`src/rtl/spi_pkg.sv`:
```
// Shared definitions for the SPI responder: frame width, FSM states and
// the idle levels the input synchronizers are preset to.
package spi_pkg;

  localparam int SPI_M = 12;

  typedef enum logic [1:0] {
    WAIT_IDLE = 2'd0,
    IDLE      = 2'd1,
    ACTIVE    = 2'd2
  } spi_state_e;

  localparam logic LOAD_IDLE = 1'b1;
  localparam logic SCLK_IDLE = 1'b0;
  localparam logic MOSI_IDLE = 1'b0;

  // SCLK rising-edge counter saturates so long frames never wrap to a small count.
  function automatic logic [7:0] sat_inc8(input logic [7:0] v);
    return (v == 8'hFF) ? v : v + 8'd1;
  endfunction

endpackage

```
`src/rtl/spi_sync_edge.sv`:
```
// Multi-flop synchronizer plus history flop for one SPI pin.
// Produces the synchronized level and single-clk rise/fall strobes.
// IDLE_LVL is the level the chain is preset to under clr so that reset
// never manufactures an edge on an idle line.
module spi_sync_edge #(
  parameter int   SYNC     = 2,
  parameter logic IDLE_LVL = 1'b0
) (
  input  logic clk,
  input  logic clr,
  input  logic d_i,
  output logic s_o,
  output logic rise_o,
  output logic fall_o
);

  logic [SYNC-1:0] sync_q;
  logic            hist_q;

  // Synchronizer chain and one-clk history of the synchronized level.
  always_ff @(posedge clk or posedge clr) begin
    if (clr) begin
      sync_q <= {SYNC{IDLE_LVL}};
      hist_q <= IDLE_LVL;
    end else begin
      sync_q <= {sync_q[SYNC-2:0], d_i};
      hist_q <= sync_q[SYNC-1];
    end
  end

  assign s_o    = sync_q[SYNC-1];
  assign rise_o =  sync_q[SYNC-1] & ~hist_q;
  assign fall_o = ~sync_q[SYNC-1] &  hist_q;

endmodule

```
`src/rtl/spi_slave.sv`:
```
// 12-bit SPI responder, oversampled on clk (no SCLK clock domain).
// MSB first; MOSI captured on SCLK rise, MISO advanced on SCLK fall.
// Optional feature macro: SPI_SLAVE_FRAME_ERR_EN adds the frame_err output,
// set on frame end when the SCLK rise count differs from M.
//
// state     | meaning
// ----------+----------------------------------------------------------
// WAIT_IDLE | after reset: flush synchronizers, wait for LOAD high
// IDLE      | between frames, waiting for LOAD to fall
// ACTIVE    | frame in progress: shift on SCLK edges until LOAD rises
module spi_slave
  import spi_pkg::*;
#(
  parameter int M    = SPI_M,
  parameter int SYNC = 2
) (
  input  logic         clk,
  input  logic         clr,
  input  logic         LOAD,
  input  logic         SCLK,
  input  logic         MOSI,
  input  logic [M-1:0] DI,
  output logic         MISO,
  output logic [M-1:0] DO,
  output logic         rx_valid,
  output logic         busy,
  output logic [7:0]   bit_cnt
`ifdef SPI_SLAVE_FRAME_ERR_EN
  ,
  output logic         frame_err
`endif
);

  // Clocks needed before the synchronized LOAD reflects the pin rather than
  // the reset preset; without this wait a reset taken mid-frame would see
  // the preset high, leave WAIT_IDLE, and then join the frame on a fake fall.
  localparam logic [2:0] FLUSH_INIT = 3'(SYNC + 1);

  logic ld_s, ld_rise, ld_fall;
  logic unused_sck_s, sck_rise, sck_fall;
  logic mosi_s, unused_mosi_rise, unused_mosi_fall;

  spi_sync_edge #(.SYNC(SYNC), .IDLE_LVL(LOAD_IDLE)) u_sync_load (
    .clk    (clk),
    .clr    (clr),
    .d_i    (LOAD),
    .s_o    (ld_s),
    .rise_o (ld_rise),
    .fall_o (ld_fall)
  );

  spi_sync_edge #(.SYNC(SYNC), .IDLE_LVL(SCLK_IDLE)) u_sync_sclk (
    .clk    (clk),
    .clr    (clr),
    .d_i    (SCLK),
    .s_o    (unused_sck_s),
    .rise_o (sck_rise),
    .fall_o (sck_fall)
  );

  spi_sync_edge #(.SYNC(SYNC), .IDLE_LVL(MOSI_IDLE)) u_sync_mosi (
    .clk    (clk),
    .clr    (clr),
    .d_i    (MOSI),
    .s_o    (mosi_s),
    .rise_o (unused_mosi_rise),
    .fall_o (unused_mosi_fall)
  );

  spi_state_e     state_q, state_d;
  logic [M-1:0]   tx_q, tx_d;
  logic [M-1:0]   rx_q, rx_d;
  logic [M-1:0]   do_q, do_d;
  logic           miso_q, miso_d;
  logic           rxv_q, rxv_d;
  logic [7:0]     cnt_q, cnt_d;
  logic [2:0]     flush_q, flush_d;
`ifdef SPI_SLAVE_FRAME_ERR_EN
  logic           ferr_q, ferr_d;
`endif

  // State and datapath registers.
  always_ff @(posedge clk or posedge clr) begin
    if (clr) begin
      state_q <= WAIT_IDLE;
      tx_q    <= '0;
      rx_q    <= '0;
      do_q    <= '0;
      miso_q  <= 1'b0;
      rxv_q   <= 1'b0;
      cnt_q   <= '0;
      flush_q <= FLUSH_INIT;
`ifdef SPI_SLAVE_FRAME_ERR_EN
      ferr_q  <= 1'b0;
`endif
    end else begin
      state_q <= state_d;
      tx_q    <= tx_d;
      rx_q    <= rx_d;
      do_q    <= do_d;
      miso_q  <= miso_d;
      rxv_q   <= rxv_d;
      cnt_q   <= cnt_d;
      flush_q <= flush_d;
`ifdef SPI_SLAVE_FRAME_ERR_EN
      ferr_q  <= ferr_d;
`endif
    end
  end

  // Next-state and shift logic; LOAD release takes priority over SCLK edges.
  always_comb begin
    state_d = state_q;
    tx_d    = tx_q;
    rx_d    = rx_q;
    do_d    = do_q;
    miso_d  = miso_q;
    rxv_d   = 1'b0;
    cnt_d   = cnt_q;
    flush_d = flush_q;
`ifdef SPI_SLAVE_FRAME_ERR_EN
    ferr_d  = ferr_q;
`endif
    unique case (state_q)
      WAIT_IDLE: begin
        if (flush_q != 3'd0) begin
          flush_d = flush_q - 3'd1;
        end else if (ld_s) begin
          state_d = IDLE;
        end
      end
      IDLE: begin
        if (ld_fall) begin
          tx_d    = DI;
          miso_d  = DI[M-1];
          rx_d    = '0;
          cnt_d   = '0;
          state_d = ACTIVE;
        end
      end
      ACTIVE: begin
        if (ld_rise) begin
          do_d    = rx_q;
          rxv_d   = 1'b1;
          state_d = IDLE;
`ifdef SPI_SLAVE_FRAME_ERR_EN
          ferr_d  = (cnt_q != 8'(M));
`endif
        end else begin
          if (sck_rise) begin
            rx_d  = {rx_q[M-2:0], mosi_s};
            cnt_d = sat_inc8(cnt_q);
          end
          if (sck_fall) begin
            tx_d   = tx_q << 1;
            miso_d = tx_q[M-2];
          end
        end
      end
      default: state_d = WAIT_IDLE;
    endcase
  end

  assign MISO     = miso_q;
  assign DO       = do_q;
  assign rx_valid = rxv_q;
  assign busy     = (state_q == ACTIVE);
  assign bit_cnt  = cnt_q;
`ifdef SPI_SLAVE_FRAME_ERR_EN
  assign frame_err = ferr_q;
`endif

endmodule

```
`config.mk`:
```
export PLATFORM = sky130hd
export DESIGN_NAME = spi_slave
export DESIGN_NICKNAME = d
export VERILOG_FILES = /design/src/rtl/spi_pkg.sv /design/src/rtl/spi_sync_edge.sv /design/src/rtl/spi_slave.sv
export SDC_FILE = /design/constraint.sdc
export NUM_CORES = 1
export LEC_CHECK = 0
export CELL_PAD_IN_SITES_DETAIL_PLACEMENT = 2
export CELL_PAD_IN_SITES_GLOBAL_PLACEMENT = 2
export CORE_AREA = 2 2 94 96
export DETAILED_ROUTE_END_ITERATION = 10
export DIE_AREA = 0 0 96 98
export PLACE_DENSITY_LB_ADDON = 0.1
export SKIP_CTS_REPAIR_TIMING = 1
export SLEW_MARGIN = 15
export SYNTH_ARGS = -nofsm -noshare
export SYNTH_HDL_FRONTEND = slang
export SYNTH_SLANG_ARGS = --single-unit
```
`constraint.sdc`:
```
create_clock -name clk -period 2.2 [get_ports clk]
set_input_delay 0.22 -clock clk [delete_from_list [all_inputs] [get_ports clk]]
set_output_delay 0.22 -clock clk [all_outputs]
set_load 0.03 [all_outputs]
```
==> flow_summary.ini <==
[logic_synthesis]
synthTopCellsByArea = dfrtp_1, mux2_2, nand2_1
synthCells = 221
synth_cell_types = 36
synth_area_leader_cell = dfrtp_1
synth-seq-cells = 58
ys_seq_area_frac = 0.588
synth_top_area_frac = 0.535
synthFlopType = dfrtp_1
synth_edf_count = 0
synth_area_sq_um = 2480
synth_warnings = 0
synth_nets = 241
ys_async_sr_fraction = 1.00
synth_area_per_cell_sq_um = 11.2

[clock_network]
cts.path.max_buffers = 2
numCtsBuffers = 9
h-tree-depth = 3
cts_tree = done
root_buffer = clkbuf_8
clock_sinks = 58
clk_pin_slew_worst_paths_ns = 0.07
clkLatencyLatePin_ns = 0.34

[final_layout]
final_common_cell = nand2_1
syn_to_final_growth_pct = 30.9
drive_gt1_frac = 0.207
final_util = 0.383
finalNonFillerCells = 383
fin_nets = 290
n_antenna_cell = 0
layout_common_cells = nand2_1, dfrtp_1, clkdlybuf4s50_1, mux2_2, o21ai_0

[setup_path]
worstSetupEndpointType = output pin
path_class = reg2out
reg2reg_depth = 4
crit_chain = nand2b_1 > clkinv_2 > clkdlybuf4s50_1
cp.buffers_inverters = 2
arrival_ns = 1.81
crit_required_ns = 1.98
r2r_end = tx_q[6]$_DFFE_PP0P_
cp_slowest_cell = clkdlybuf4s50_1
critPathLaunchType = flop
path_delay_family = buffers and inverters
crit_path_max_incr_delay_ns = 0.76
r2r_setup_slack_ns = 0.25
reg2reg_from = u_sync_load.hist_q$_DFF_PP1_
cp_max_fo = 7

[routing]
via_per_inst = 4.73
num_vias = 1811
drcViolationCount = 0
ant_nets = 0
totalWireLength_microns = 5840
drt_pass1_iterations = 4
drtIter0Drc = 35
wl_per_cell_microns = 15.2

[placement]
dpl_worst_slack_ns = 0.235
globalplace.congestion = 0.667
dpl.hpwl_microns = 3800
io_buffers = 39
placed_cells = 367

[grt]
grt_overflow = 0
grt_pass1_wl_microns = 9960
antenna_found_initial = 0
track_usage = 0.139
grt_pass1_vias = 1988
grt_max_degree = 59

[pwr]
p_leak_nw = 1.42
p_per_area_nw_per_um2 = 864
vdd_ir_drop_max_uv = 249

[sta]
worstMarginPinSlew_ns = 0.517
rsz0062_at_grt = false
clock.fmax_mhz = 493
max-slew-margin-rel = 0.655
post-route-period-util = 0.921
min_period_ns = 2.03
fin_setup_tns_ns = 0
finClkSkew_ns = 0.00921
slew_violations = 0
timing.hold.ws_ns = 0.242
hold_viol_final = 0
setup_violations = 0
worst_slack_ns = 0.174

[status]
status = completed

[die]
fp-row-count = 34
initial_core_util = 0.293
ios = 40
die-area_sq_um = 9410
fp.dieW_microns = 96
die_h_microns = 98
core_area_sq_um = 8470

[hold_path]
hold_path.class = in2async

[job]
cap_violations = 0
-- worst register-to-register path, cell delays in order (launching register included) --
cell and delay, ns:
dfstp_2 0.54, nand2b_1 0.26, a21o_1 0.18, and2_1 0.46, mux2_2 0.40
-- cells by family (layout without fill, tap and decap cells) --
| family | count (synthesis) | in the layout | share of synthesized area |
|---|---|---|---|
| simple gates | 86 | 86 | 0.152 |
| flops | 58 | 58 | 0.588 |
| compound gates | 31 | 31 | 0.0908 |
| mux | 25 | 25 | 0.113 |
| buf+inv | 17 | 71 | 0.0373 |
| fa+ha+maj | 3 | 3 | 0.0151 |
| xor+xnor | 1 | 1 | 0.00353 |
-- synth_stat cells (all sizes together) (2+ instances only) --
library cell	n
a21o	3
a221o	3
and2	2
buf	7
clkbuf	2
dfrtp	53
dfstp	5
ha	3
inv	7
mux2	24
nand2	60
nand2b	3
nand3	3
nand4	2
nor2	5
nor3	6
o21ai	17
o22a	2
-- sequential cells by signal (all words and copies together) (netlist names) --
register,cells
MISO,1
u_sync_load.hist_q,1
bit_cnt,8
DO,12
u_sync_load.sync_q,2
tx_q,11
u_sync_sclk.sync_q,2
rx_q,12
u_sync_sclk.hist_q,1
u_sync_mosi.sync_q,2
rx_valid,1
flush_q,3
state_q,2
-- stage by stage --
stage               power [W]  instance area, sq um
floorplan             0.00156                  2480
global placement      0.00168                  3020
detailed placement    0.00170                  3020
CTS                   0.00286                  3250
global route          0.00296                  3250
finish                0.00281                  3250
-- cell type report --
type                            count  area [sq um]
Clock buffer                       12           155
Clock inverter                      4          73.8
Fill cell                         926          5220
Inverter                            8          31.3
Multi-Input combinational cell    146           930
Sequential cell                    58          1460
Tap cell                          108           135
Timing Repair Buffer               47           463
-- where the power goes --
part           internal, W  switching (W)  leakage [nW]
sequential         0.00120      0.0000708         0.753
combinational     0.000197       0.000198         0.555
clock             0.000700       0.000438         0.117
-- routing by layer --
metal	vias up	share of wire	GRT usage	wire, microns
met5	-	0	0	0
met4	0	0.013	0.0560	74
met3	8	0.044	0.0363	256
met2	38	0.46	0.206	2680
met1	915	0.48	0.192	2830
li1	850	-	-	-
-- worst max path at each step --
stage                                       startpoint  cells after the start                     end  slack [ns]
after floorplan                 bit_cnt[0]$_DFFE_PP0P_                      5  bit_cnt[3]$_DFFE_PP0P_        0.39
after global placement    u_sync_load.hist_q$_DFF_PP1_                      4     tx_q[6]$_DFFE_PP0P_        0.29
after detailed placement  u_sync_load.hist_q$_DFF_PP1_                      4     tx_q[7]$_DFFE_PP0P_        0.23
after CTS                       state_q[0]$_DFFE_PP0P_                      3                    busy        0.13
after global routing            state_q[0]$_DFFE_PP0P_                      3                    busy        0.08
final                           state_q[0]$_DFFE_PP0P_                      3                    busy        0.17
Power figures use the tool's default switching activity.
